$ cat src/rtl/token_inject_arbiter.sv
// Round-robin scheduler that injects one 4-phase token per grant into a
// self-timed pipeline stage, with ACK synchronizer, token counter and handshake timeout.
module token_inject_arbiter #(
  parameter int NREQ        = 4,
  parameter int SYNC_STAGES = 2,
  parameter int TMO_W       = 8,
  parameter int CNT_W       = 16
) (
  input  logic             CP,
  input  logic             RESET,
  input  logic             ENABLE,
  input  logic [NREQ-1:0]  REQ,
  output logic [NREQ-1:0]  GNT,
  output logic [NREQ-1:0]  DONE,
  output logic             SEND,
  input  logic             ACK,
  output logic             LOPEN,
  input  logic             CLR_ERR,
  output logic             ERR,
  output logic [CNT_W-1:0] TOKCNT
);

  localparam int PW = (NREQ > 1) ? $clog2(NREQ) : 1;
  localparam logic [TMO_W-1:0] TMO_ONE  = {{(TMO_W-1){1'b0}}, 1'b1};
  localparam logic [TMO_W-1:0] TMO_LAST = {{(TMO_W-1){1'b1}}, 1'b0};
  localparam logic [CNT_W-1:0] CNT_ONE  = {{(CNT_W-1){1'b0}}, 1'b1};
  localparam logic [NREQ-1:0]  GNT_ONE  = {{(NREQ-1){1'b0}}, 1'b1};

  typedef enum logic [1:0] {
    S_IDLE  = 2'd0,
    S_RISE  = 2'd1,
    S_FALL  = 2'd2,
    S_ERROR = 2'd3
  } state_t;

  state_t                 state_q, state_d;
  logic [SYNC_STAGES-1:0] ack_sync_q;
  logic [PW-1:0]          ptr_q, ptr_d;
  logic [PW-1:0]          gidx_q, gidx_d;
  logic [NREQ-1:0]        gnt_q, gnt_d;
  logic [NREQ-1:0]        done_q, done_d;
  logic                   send_q, send_d;
  logic                   err_q, err_d;
  logic                   lopen_q, lopen_d;
  logic [CNT_W-1:0]       tokcnt_q, tokcnt_d;
  logic [TMO_W-1:0]       tmo_q, tmo_d;

  logic          ack_s;
  logic          start_s;
  logic          tmo_hit_s;
  logic [PW-1:0] pick_idx_s;

  function automatic logic [PW-1:0] wrap_idx(input logic [PW-1:0] base, input int offs);
    int s;
    s = int'(base) + offs;
    s = (s >= NREQ) ? (s - NREQ) : s;
    return PW'(s);
  endfunction

  assign ack_s     = ack_sync_q[SYNC_STAGES-1];
  assign start_s   = ENABLE & (|REQ) & ~ack_s;
  // The phase times out at the edge where the counter would become all-ones.
  assign tmo_hit_s = (tmo_q == TMO_LAST);

  // Round-robin pick: scanning from the far end lets the nearest request win.
  always_comb begin
    pick_idx_s = ptr_q;
    for (int i = NREQ - 1; i >= 0; i--) begin
      pick_idx_s = REQ[wrap_idx(ptr_q, i)] ? wrap_idx(ptr_q, i) : pick_idx_s;
    end
  end

  // State register plus all registered outputs and the ACK synchronizer.
  always_ff @(posedge CP or posedge RESET) begin
    if (RESET) begin
      state_q    <= S_IDLE;
      ack_sync_q <= '0;
      ptr_q      <= '0;
      gidx_q     <= '0;
      gnt_q      <= '0;
      done_q     <= '0;
      send_q     <= 1'b0;
      err_q      <= 1'b0;
      lopen_q    <= 1'b0;
      tokcnt_q   <= '0;
      tmo_q      <= '0;
    end else begin
      state_q    <= state_d;
      ack_sync_q <= {ack_sync_q[SYNC_STAGES-2:0], ACK};
      ptr_q      <= ptr_d;
      gidx_q     <= gidx_d;
      gnt_q      <= gnt_d;
      done_q     <= done_d;
      send_q     <= send_d;
      err_q      <= err_d;
      lopen_q    <= lopen_d;
      tokcnt_q   <= tokcnt_d;
      tmo_q      <= tmo_d;
    end
  end

  // Next-state logic; completion of a phase takes priority over its timeout.
  always_comb begin
    state_d = state_q;
    case (state_q)
      S_IDLE: begin
        if (start_s) state_d = S_RISE;
        else         state_d = S_IDLE;
      end
      S_RISE: begin
        if (ack_s)          state_d = S_FALL;
        else if (tmo_hit_s) state_d = S_ERROR;
        else                state_d = S_RISE;
      end
      S_FALL: begin
        if (!ack_s)         state_d = S_IDLE;
        else if (tmo_hit_s) state_d = S_ERROR;
        else                state_d = S_FALL;
      end
      S_ERROR: begin
        if (CLR_ERR && !ack_s) state_d = S_IDLE;
        else                   state_d = S_ERROR;
      end
      default: state_d = S_IDLE;
    endcase
  end

  // Datapath next values for the registered outputs.
  always_comb begin
    ptr_d    = ptr_q;
    gidx_d   = gidx_q;
    gnt_d    = gnt_q;
    done_d   = '0;
    send_d   = send_q;
    err_d    = err_q;
    tokcnt_d = tokcnt_q;
    tmo_d    = tmo_q;
    case (state_q)
      S_IDLE: begin
        tmo_d = '0;
        if (start_s) begin
          gidx_d = pick_idx_s;
          gnt_d  = GNT_ONE << pick_idx_s;
          send_d = 1'b1;
        end else begin
          gnt_d  = '0;
          send_d = 1'b0;
        end
      end
      S_RISE: begin
        if (ack_s) begin
          send_d = 1'b0;
          tmo_d  = '0;
        end else if (tmo_hit_s) begin
          send_d = 1'b0;
          gnt_d  = '0;
          err_d  = 1'b1;
          ptr_d  = wrap_idx(gidx_q, 1);
        end else begin
          tmo_d  = tmo_q + TMO_ONE;
        end
      end
      S_FALL: begin
        if (!ack_s) begin
          done_d   = gnt_q;
          gnt_d    = '0;
          tokcnt_d = tokcnt_q + CNT_ONE;
          ptr_d    = wrap_idx(gidx_q, 1);
        end else if (tmo_hit_s) begin
          send_d = 1'b0;
          gnt_d  = '0;
          err_d  = 1'b1;
          ptr_d  = wrap_idx(gidx_q, 1);
        end else begin
          tmo_d  = tmo_q + TMO_ONE;
        end
      end
      S_ERROR: begin
        send_d = 1'b0;
        gnt_d  = '0;
        if (CLR_ERR && !ack_s) err_d = 1'b0;
        else                   err_d = 1'b1;
      end
      default: begin
        send_d = 1'b0;
        gnt_d  = '0;
        tmo_d  = '0;
      end
    endcase
    lopen_d = ENABLE & ~err_d;
  end

  assign GNT    = gnt_q;
  assign DONE   = done_q;
  assign SEND   = send_q;
  assign ERR    = err_q;
  assign LOPEN  = lopen_q;
  assign TOKCNT = tokcnt_q;

endmodule

$ cat config.mk
export PLATFORM = sky130hd
export DESIGN_NAME = token_inject_arbiter
export DESIGN_NICKNAME = d
export VERILOG_FILES = /design/src/rtl/token_inject_arbiter.sv
export SDC_FILE = /design/constraint.sdc
export NUM_CORES = 1
export LEC_CHECK = 0
export ABC_AREA = 1
export CAP_MARGIN = 20
export CORE_ASPECT_RATIO = 2
export CORE_MARGIN = 8
export CORE_UTILIZATION = 30
export CTS_CLUSTER_DIAMETER = 60
export DETAILED_ROUTE_END_ITERATION = 8
export GPL_TIMING_DRIVEN = 0
export RECOVER_POWER = 25
export SLEW_MARGIN = 10
export SYNTH_ARGS = -nofsm -noshare
export SYNTH_HDL_FRONTEND = slang
export SYNTH_SLANG_ARGS = --single-unit
$ cat constraint.sdc
create_clock -name CP -period 1.84 [get_ports CP]
set_input_delay 0.368 -clock CP [delete_from_list [all_inputs] [get_ports CP]]
set_output_delay 0.368 -clock CP [all_outputs]
set_load 0.01 [all_outputs]
After elaboration in Yosys (flattened, before gate mapping)
Index checks and enable logic that the tools add are counted.

cells by class
  equality and inequality tests = 6
  bitwise operators = 5
  muxes and demuxes = 49
  magnitude comparators = 9
  add/sub/neg operators = 11
  shift-type cells = 1
  reduce and logical (&&, ||, !) cells = 10

operator list
  cell                     count
  $mux W2                  16
  $mux W4                  6
  $mux W8                  3
  $pmux W8 S3              1
  $add A16 B1 Y16 const B  1
  $pmux W4 S4              1
  $mux W1                  14
  $ge A3 B3 Y1 const B     4
  $lt A2 B3 Y1 const B     4
  $sub A2 B1 Y2 const B    5
  $add A8 B1 Y8 const B    1
  $bmux W1 S2              4
  $eq A8 B8 Y1 const B     1
  $pmux W2 S4              1
  $reduce_and A2 Y1        4
  $add A2 B1 Y3 const B    2
  $add A2 B2 Y3 const B    2
  $eq A2 B2 Y1 const B     2
  $ne A2 B2 Y1 const B     2
  $pmux W1 S4              1
  $pmux W2 S2              1
  $reduce_or A4 Y1         1
  $shl A1 B2 Y4 const A    1
  $and A1 B1 Y1            3
  9 further kinds          10

word-level totals
  output and inout port bits = 27
  bits in registers = 43
  input bits = 9

Logic depth before layout (Yosys ltp)
Gate-level depths: netlist (run 1).

  word-level depth = 12
  depth in mapped cells = 13
  depth with buffers taken out = 12

Worst setup path before layout (run 1)
Ideal clock, no wire load.

  kind = reg2reg
  start = reg state_q[0]
  end = reg tokcnt_q[13], in the netlist TOKCNT[13]
  slack = 0.091 ns
  arrival time = 1.670 ns
  data required time = 1.761 ns
  stages on the path, launching flop included = 11
  path buffers = 0
  cell sequence = dfrtp_1 inv_1 ha_1 inv_2 nor2_8 nand4_4 or2_4 nor2_4 nand2_1 nor2_2 xor2_1

between the ends
  longest elaborated chain between the ends = 2

ends and longest elaborated chain
  element                             RTL line  RTL
  start, declared                     36        state_t state_q, state_d;
  start signal, assigned              88        state_q <= state_d;
  $eq A2 B2 Y1                        138       case (state_q)
  $reduce_and A2 Y1 (no source line)  --
  end signal, assigned                97        tokcnt_q <= tokcnt_d;
  end, declared                       45        logic [CNT_W-1:0] tokcnt_q, tokcnt_d;

Every way passes these cells.
A chain may end at the register's enable or synchronous reset.

Final worst setup path (run 1)
Ends and elaborated chain as after synthesis.

==> impl_metrics.toml, run 1 <==
[die]
die_w_microns = 77.96
die_h_microns = 139.9
ios = 36
core_sq_um = 7545
start_util = 0.3053
die-area_sq_um = 10910
rows = 45

[sta]
max_freq_mhz = 575.1
relSlewSlack = 0.4572
period_needed_ns = 1.739
setup_viol = 0
fin_worst_skew_ns = 0.002549
hold_viol = 0
final_max_slew_viol_count = 0
layout_worst_path_cycle_share = 0.9450
worstMarginPinSlew_ns = 0.8143
finalSetupTns_ns = 0
rsz0062_at_grt = "yes"

[power_and_ir_drop]
switching_share = 0.2806
p_clk_frac = 0.376
pwr-share-comb = 0.164
p_int_mw = 1.666
p_seq_frac = 0.460
cellLeakagePower_nw = 1.510
power.density_nw_per_um2 = 772.0
p_sw_mw = 0.6499
ir_worst_vdd_mv = 0.7411

[final_layout]
stdcell_count = 419
drive_above_1_share = 0.1015
ff_latch_area_sq_um = 1076
n_antenna_cell = 0
multi_input_area_sq_um = 1096
final_area_sq_um = 3000
final_cell_mix = "nand2_1, dfrtp_1, inv_1"
mostFrequentLayoutCell = "nand2_1"
layout.nets = 342
fill_cells = 792
syn2layout_area_growth_pct = 30.26

[worst_hold_path]
hp-class = "reg -> reg"

[synthesis]
synth_top_family_by_area = "simple AND/OR/NAND/NOR gates"
synth_xor_area_frac = 0.06464
syn-num-nets = 293
yosysUniqueCellTypes = 29
synth-compound-area-share = 0.07061
syn-cell-area_sq_um = 2303
synth_top_area_frac = 0.4671
synth_top_area_cell = "dfrtp_1"
synth-async-reset-ratio = 1.000
synth-warning-count = 0
synthSimpleGateAreaFrac = 0.2776
synth_area_leaders = "dfrtp_1, nand2_1, inv_1"
synth_edf_count = 0
synth_fa_ha_area_frac = 0.04889
avgSynthCellArea_sq_um = 8.376
yosysSeqAreaShare = 0.4671
synth_flop_cell = "dfrtp_1"
netlist_instances = 275
yosys_register_bits = 43
synth_mux_area_frac = 0

[detailed_routing]
viasPerCell = 4.721
drtIter0Drc = 54
wl_microns = 5287
ant_nets = 0
dr.pass1.iters = 4
drc = 0
wl_per_cell_microns = 12.62
vias = 1978

[worst_setup_path]
critPathKind = "reg -> reg"
endpoint_kind = "register"
critPathSlowestCell = "dfrtp_1"
path_buf_inv = 2
critPathTopFamily = "simple AND/OR/NAND/NOR gates"
startpoint_type = "register"
required_ns = 2.05
arrival_ns = 1.95
cp_cell_sequence = "inv_2 -> ha_4 -> inv_6 -> nor2_8 -> nand4_4 -> or2_4 -> nor2_4 -> nand2_2 -> nor2_2 -> xor2_1"
cp_slowest_stage_delay_ns = 0.40
cp_max_fo = 8

[clock_tree]
clkTransAtPathRegs_ns = 0.06
numCtsBuffers = 5
cts_num_sinks = 43
clk_latency_ns = 0.28
clockRootBuffer = "clkbuf_16"
cts_tree = "done"
h-tree-depth = 2
cts_max_path_buffers = 2

[placement]
place_congestion = 0.7966
placed_area_sq_um = 2791
place_hpwl_microns = 3976
port_buffers = 35
dp_cells = 405

[job]
maxCapViolCount = 0

[grt]
first_global_vias = 1982
antenna_found_initial = 0
grt_usage = 0.1012
grt_pass1_wl_microns = 8997
grt_max_degree = 37
overflow = 0

[outcome]
status = "finished clean"
==> Yosys cell counts (3+ instances only) <==
library cell	n
nand4_1	5
xnor2_1	8
o22ai_1	6
nand3_1	20
nor2_1	14
nor3_1	3
a21oi_1	8
inv_1	40
dfrtp_1	43
nand2_1	81
ha_1	9
xor2_1	9
o21ai_0	11
==> worst reg2reg max path, delay by kind of cell, from the launching register on <==
kind / cells / cell delay [ns]
flip-flops: 1 / 0.40
buffers and inverters: 2 / 0.16
adder cells (fa/ha/maj): 1 / 0.17
AND/OR/NAND/NOR: 6 / 0.82
XOR/XNOR: 1 / 0.14
==> per-stage QoR <==
step / util / total power [mW] / hold slack, ns / worst slack (ns)
2_1_floorplan: - / 1.300 / 0.3312 / 0.09081
3_3_place_gp: 0.3673 / 1.436 / 0.3451 / -0.4621
3_5_place_dp: 0.3700 / 1.451 / 0.3490 / -0.3254
4_1_cts: 0.3945 / 2.344 / 0.3082 / 0.03514
5_1_grt: 0.3977 / 2.441 / 0.3818 / -0.008808
6_report: 0.3977 / 2.316 / 0.3613 / 0.1011
==> cells by family after synthesis <==
kind of cell / count (synthesis)
AO/OA/AOI/OAI: 29
XOR/XNOR: 17
adder cells (fa/ha/maj): 9
buffers and inverters: 43
flip-flops: 43
AND/OR/NAND/NOR: 134
==> sequential cells by signal (all words and copies together), names as in the netlist <==
register    count
gidx_q          2
GNT             4
ptr_q           2
SEND            1
TOKCNT         16
tmo_q           8
ack_sync_q      2
LOPEN           1
DONE            4
state_q         2
ERR             1
==> layer usage <==
metal,track usage,share of wire,routed length [microns],vias up
met5,0,0,0,-
met4,0.04425,0.022,114,0
met3,0.02949,0.044,231,8
met2,0.1873,0.56,2951,43
met1,0.09946,0.38,1990,955
li1,-,-,-,972
==> area by class of cell <==
class                           instances  share of cell area
Sequential cell                        43              0.3586
Clock buffer                            6             0.04295
Multi-Input combinational cell        189              0.3653
Tap cell                               94             0.03920
Buffer                                  1            0.001668
Timing Repair Buffer                   42              0.1334
Clock inverter                          2            0.004170
Inverter                               42             0.05463
==> power by group through the flow <==
stage,clock [mW],combinational (mW),sequential [mW]
detailed placement,0,0.366,1.08
CTS,0.900,0.377,1.07
floorplan,0,0.211,1.09
global route,0.934,0.434,1.07
global placement,0,0.353,1.08
finish,0.870,0.379,1.07
==> path summary, 6_finish.rpt <==
path                       slack (ns)            end  cells after the start           from
setup / recovery                 0.10     TOKCNT[13]                     10     state_q[0]
hold / removal                   0.36  ack_sync_q[1]                      0  ack_sync_q[0]
setup reg to reg                 0.10     TOKCNT[13]                     10     state_q[0]
hold reg to reg                  0.36  ack_sync_q[1]                      0  ack_sync_q[0]
max in group asynchronous        0.28       tmo_q[7]                      3          RESET
min in group asynchronous        0.46      TOKCNT[1]                      2          RESET
==> repair_timing <==
item | in CTS | in global routing
setup buffers | 2 | 4
hold buffers | 0 | 0
setup endpoints to repair | 13 | 7
endpoints found under the hold margin | 0 | 0
gates resized for setup | 7 | 4
pin swaps | 1 | 1
(Power assumes the default switching activity.)
==> inputs of run 2 (changes only) <==
--- a/config.mk
+++ b/config.mk
@@ -8,7 +8,7 @@
 export ABC_AREA = 1
 export CAP_MARGIN = 20
 export CORE_ASPECT_RATIO = 2
-export CORE_MARGIN = 8
+export CORE_MARGIN = 3
 export CORE_UTILIZATION = 30
 export CTS_CLUSTER_DIAMETER = 60
 export DETAILED_ROUTE_END_ITERATION = 8
==> run 2 against run 1 <==
  * Critical path depth decreased by 9
  * Sequential power barely moved
  * Combinational power hardly changed
  * Die area decreased by 19%
  * Non-clock buffer count rose by 4
  * Critical path type is now reg -> out
  * Largest cell class unchanged
==> impl_metrics.toml, run 2 (synthesized netlist as in run 1, its figures left out) <==
[power_and_ir_drop]
p_clk_frac = 0.378
pwr-share-comb = 0.163
power.density_nw_per_um2 = 766.1
p_int_mw = 1.667
p_sw_mw = 0.6612
p_seq_frac = 0.459
switching_share = 0.2840
cellLeakagePower_nw = 1.525
ir_worst_vdd_mv = 0.5158

[sta]
layout_worst_path_cycle_share = 0.9503
worstMarginPinSlew_ns = 0.8079
setup_viol = 0
whs_ns = 0.3507
rsz0062_at_grt = "yes"
timing.final.ws_setup_ns = 0.09154
finalSetupTns_ns = 0
period_needed_ns = 1.748
hold_viol = 0
final_max_slew_viol_count = 0
relSlewSlack = 0.4614
fin_worst_skew_ns = 0.004938
max_freq_mhz = 571.9

[final_layout]
fill_cells = 755
utilization = 0.4120
final_cell_mix = "nand2_1, dfrtp_1, inv_1"
largest_register_ffs = 16
n_antenna_cell = 0
ff_latch_area_sq_um = 1077
multi_input_area_sq_um = 1100
layout.nets = 346
mostFrequentLayoutCell = "nand2_1"
syn2layout_area_growth_pct = 31.94
drive_above_1_share = 0.1246

[worst_setup_path]
critPathKind = "reg -> out"
critPathTopFamily = "buffers and inverters"
cp_slowest_stage_delay_ns = 0.59
path_depth = 1
r2r_slack_ns = 0.09
arrival_ns = 1.38
startpoint_type = "register"
crit_start = "TOKCNT[2]"
required_ns = 1.47
endpoint_kind = "primary output"
path_buf_inv = 1
cp_max_fo = 4
critPathSlowestCell = "clkdlybuf4s50_1"
reg2reg_depth = 10
cp_cell_sequence = "clkdlybuf4s50_1"
r2r-start = "state_q[0]"
reg2reg_to = "TOKCNT[13]"

[placement]
place_ws_ns = -0.3394
place_hpwl_microns = 3874
place_congestion = 0.7754
port_buffers = 35

[clock_tree]
clk_latency_ns = 0.29
cts_hold_buf = 0
numCtsBuffers = 5
cts_max_path_buffers = 2
clkTransAtPathRegs_ns = 0.06
cts_num_sinks = 43
cts_tree = "done"
clockRootBuffer = "clkbuf_16"
h-tree-depth = 2

[grt]
antenna_found_initial = 0
grt_max_degree = 38
grt_usage = 0.1298
overflow = 0
first_global_vias = 1942
grt_pass1_wl_microns = 8742

[detailed_routing]
wl_microns = 5242
top_layer_used = "met4"
met2WireLength_microns = 2988
drtIter0Drc = 61
vias = 1970
wl_per_cell_microns = 12.45
met1_length_microns = 1980
dr.pass1.iters = 4
ant_nets = 0
wl_met3_microns = 183
viasPerCell = 4.679
drc = 0

[die]
start_util = 0.3122
rows = 44
ios = 36
core_sq_um = 7377
die_h_microns = 129.9
die_w_microns = 67.96
die-area_sq_um = 8829

[job]
maxCapViolCount = 0

[worst_hold_path]
hp-class = "reg -> reg"
hold_end = "ack_sync_q[1]"
hold_depth = 0
min_from = "ack_sync_q[0]"

[outcome]
status = "finished clean"
run 2: changes by cell type in the layout (fill, tap and decap cells not counted), sizes merged:
cell      change
clkbuf        -1
buf           +4
clkinvlp      +1
run 2: power groups by stage:
stage | Sequential, mW | Clock [mW] | Combinational, mW
after floorplan | 1.09 | 0 | 0.211
after global placement | 1.08 | 0 | 0.351
after detailed placement | 1.09 | 0 | 0.366
after CTS | 1.07 | 0.901 | 0.377
after global routing | 1.08 | 0.933 | 0.428
final | 1.07 | 0.881 | 0.379
run 2: worst max-delay path by stage:
stage / end / slack, ns
after floorplan: TOKCNT[13] / 0.09
after global placement: ptr_q[0] / -0.47
after detailed placement: tmo_q[1] / -0.34
after CTS: ptr_q[1] / 0.01
after global routing: TOKCNT[13] / -0.02
final: TOKCNT[2] / 0.09
run 2: layout make-up:
type | instances | share of cell area
Clock buffer | 5 | 0.04117
Multi-Input combinational cell | 189 | 0.3619
Buffer | 1 | 0.001647
Sequential cell | 43 | 0.3545
Clock inverter | 3 | 0.006587
Timing Repair Buffer | 46 | 0.1416
Inverter | 42 | 0.05476
Tap cell | 92 | 0.03788
run 2: metrics by stage:
step / std cells / power [mW] / instance area, sq um
2_1_floorplan: 275 / 1.300 / 2303
3_3_place_gp: 402 / 1.434 / 2769
3_5_place_dp: 403 / 1.452 / 2789
4_1_cts: 414 / 2.347 / 2985
5_1_grt: 421 / 2.438 / 3039
6_report: 421 / 2.328 / 3039
run 2: layer usage:
metal  GRT usage  vias up
met5           0        -
met4     0.04924        0
met3     0.02584        5
met2      0.2412       40
met1      0.1376      938
li1            -      987
run 2: what timing repair did:
item,in CTS,in global routing
gates resized for setup,7,8
buffers inserted,3,7
pin swaps,1,5
endpoints found under the setup margin,14,10
run 2: worst reg2reg max path, cell delays in order (launching register included):
cell and delay [ns]:
dfrtp_1 0.39, inv_2 0.10, ha_4 0.17, inv_8 0.04
nor2_8 0.14, nand4_4 0.12, or2_4 0.28, nor2_4 0.12
nand2_2 0.05, nor2_2 0.11, xor2_1 0.15
==> inputs of run 3 (changes only) <==
--- a/config.mk
+++ b/config.mk
@@ -10,11 +10,11 @@
 export CORE_ASPECT_RATIO = 2
 export CORE_MARGIN = 3
 export CORE_UTILIZATION = 30
+export CTS_BUF_LIST = sky130_fd_sc_hd__clkbuf_4 sky130_fd_sc_hd__clkbuf_8 sky130_fd_sc_hd__clkbuf_16
 export CTS_CLUSTER_DIAMETER = 60
 export DETAILED_ROUTE_END_ITERATION = 8
 export GPL_TIMING_DRIVEN = 0
 export RECOVER_POWER = 25
-export SLEW_MARGIN = 10
 export SYNTH_ARGS = -nofsm -noshare
 export SYNTH_HDL_FRONTEND = slang
 export SYNTH_SLANG_ARGS = --single-unit
==> results of run 3 <==
Same layout as run 2: the final DEF is identical, and so are final timing and power.
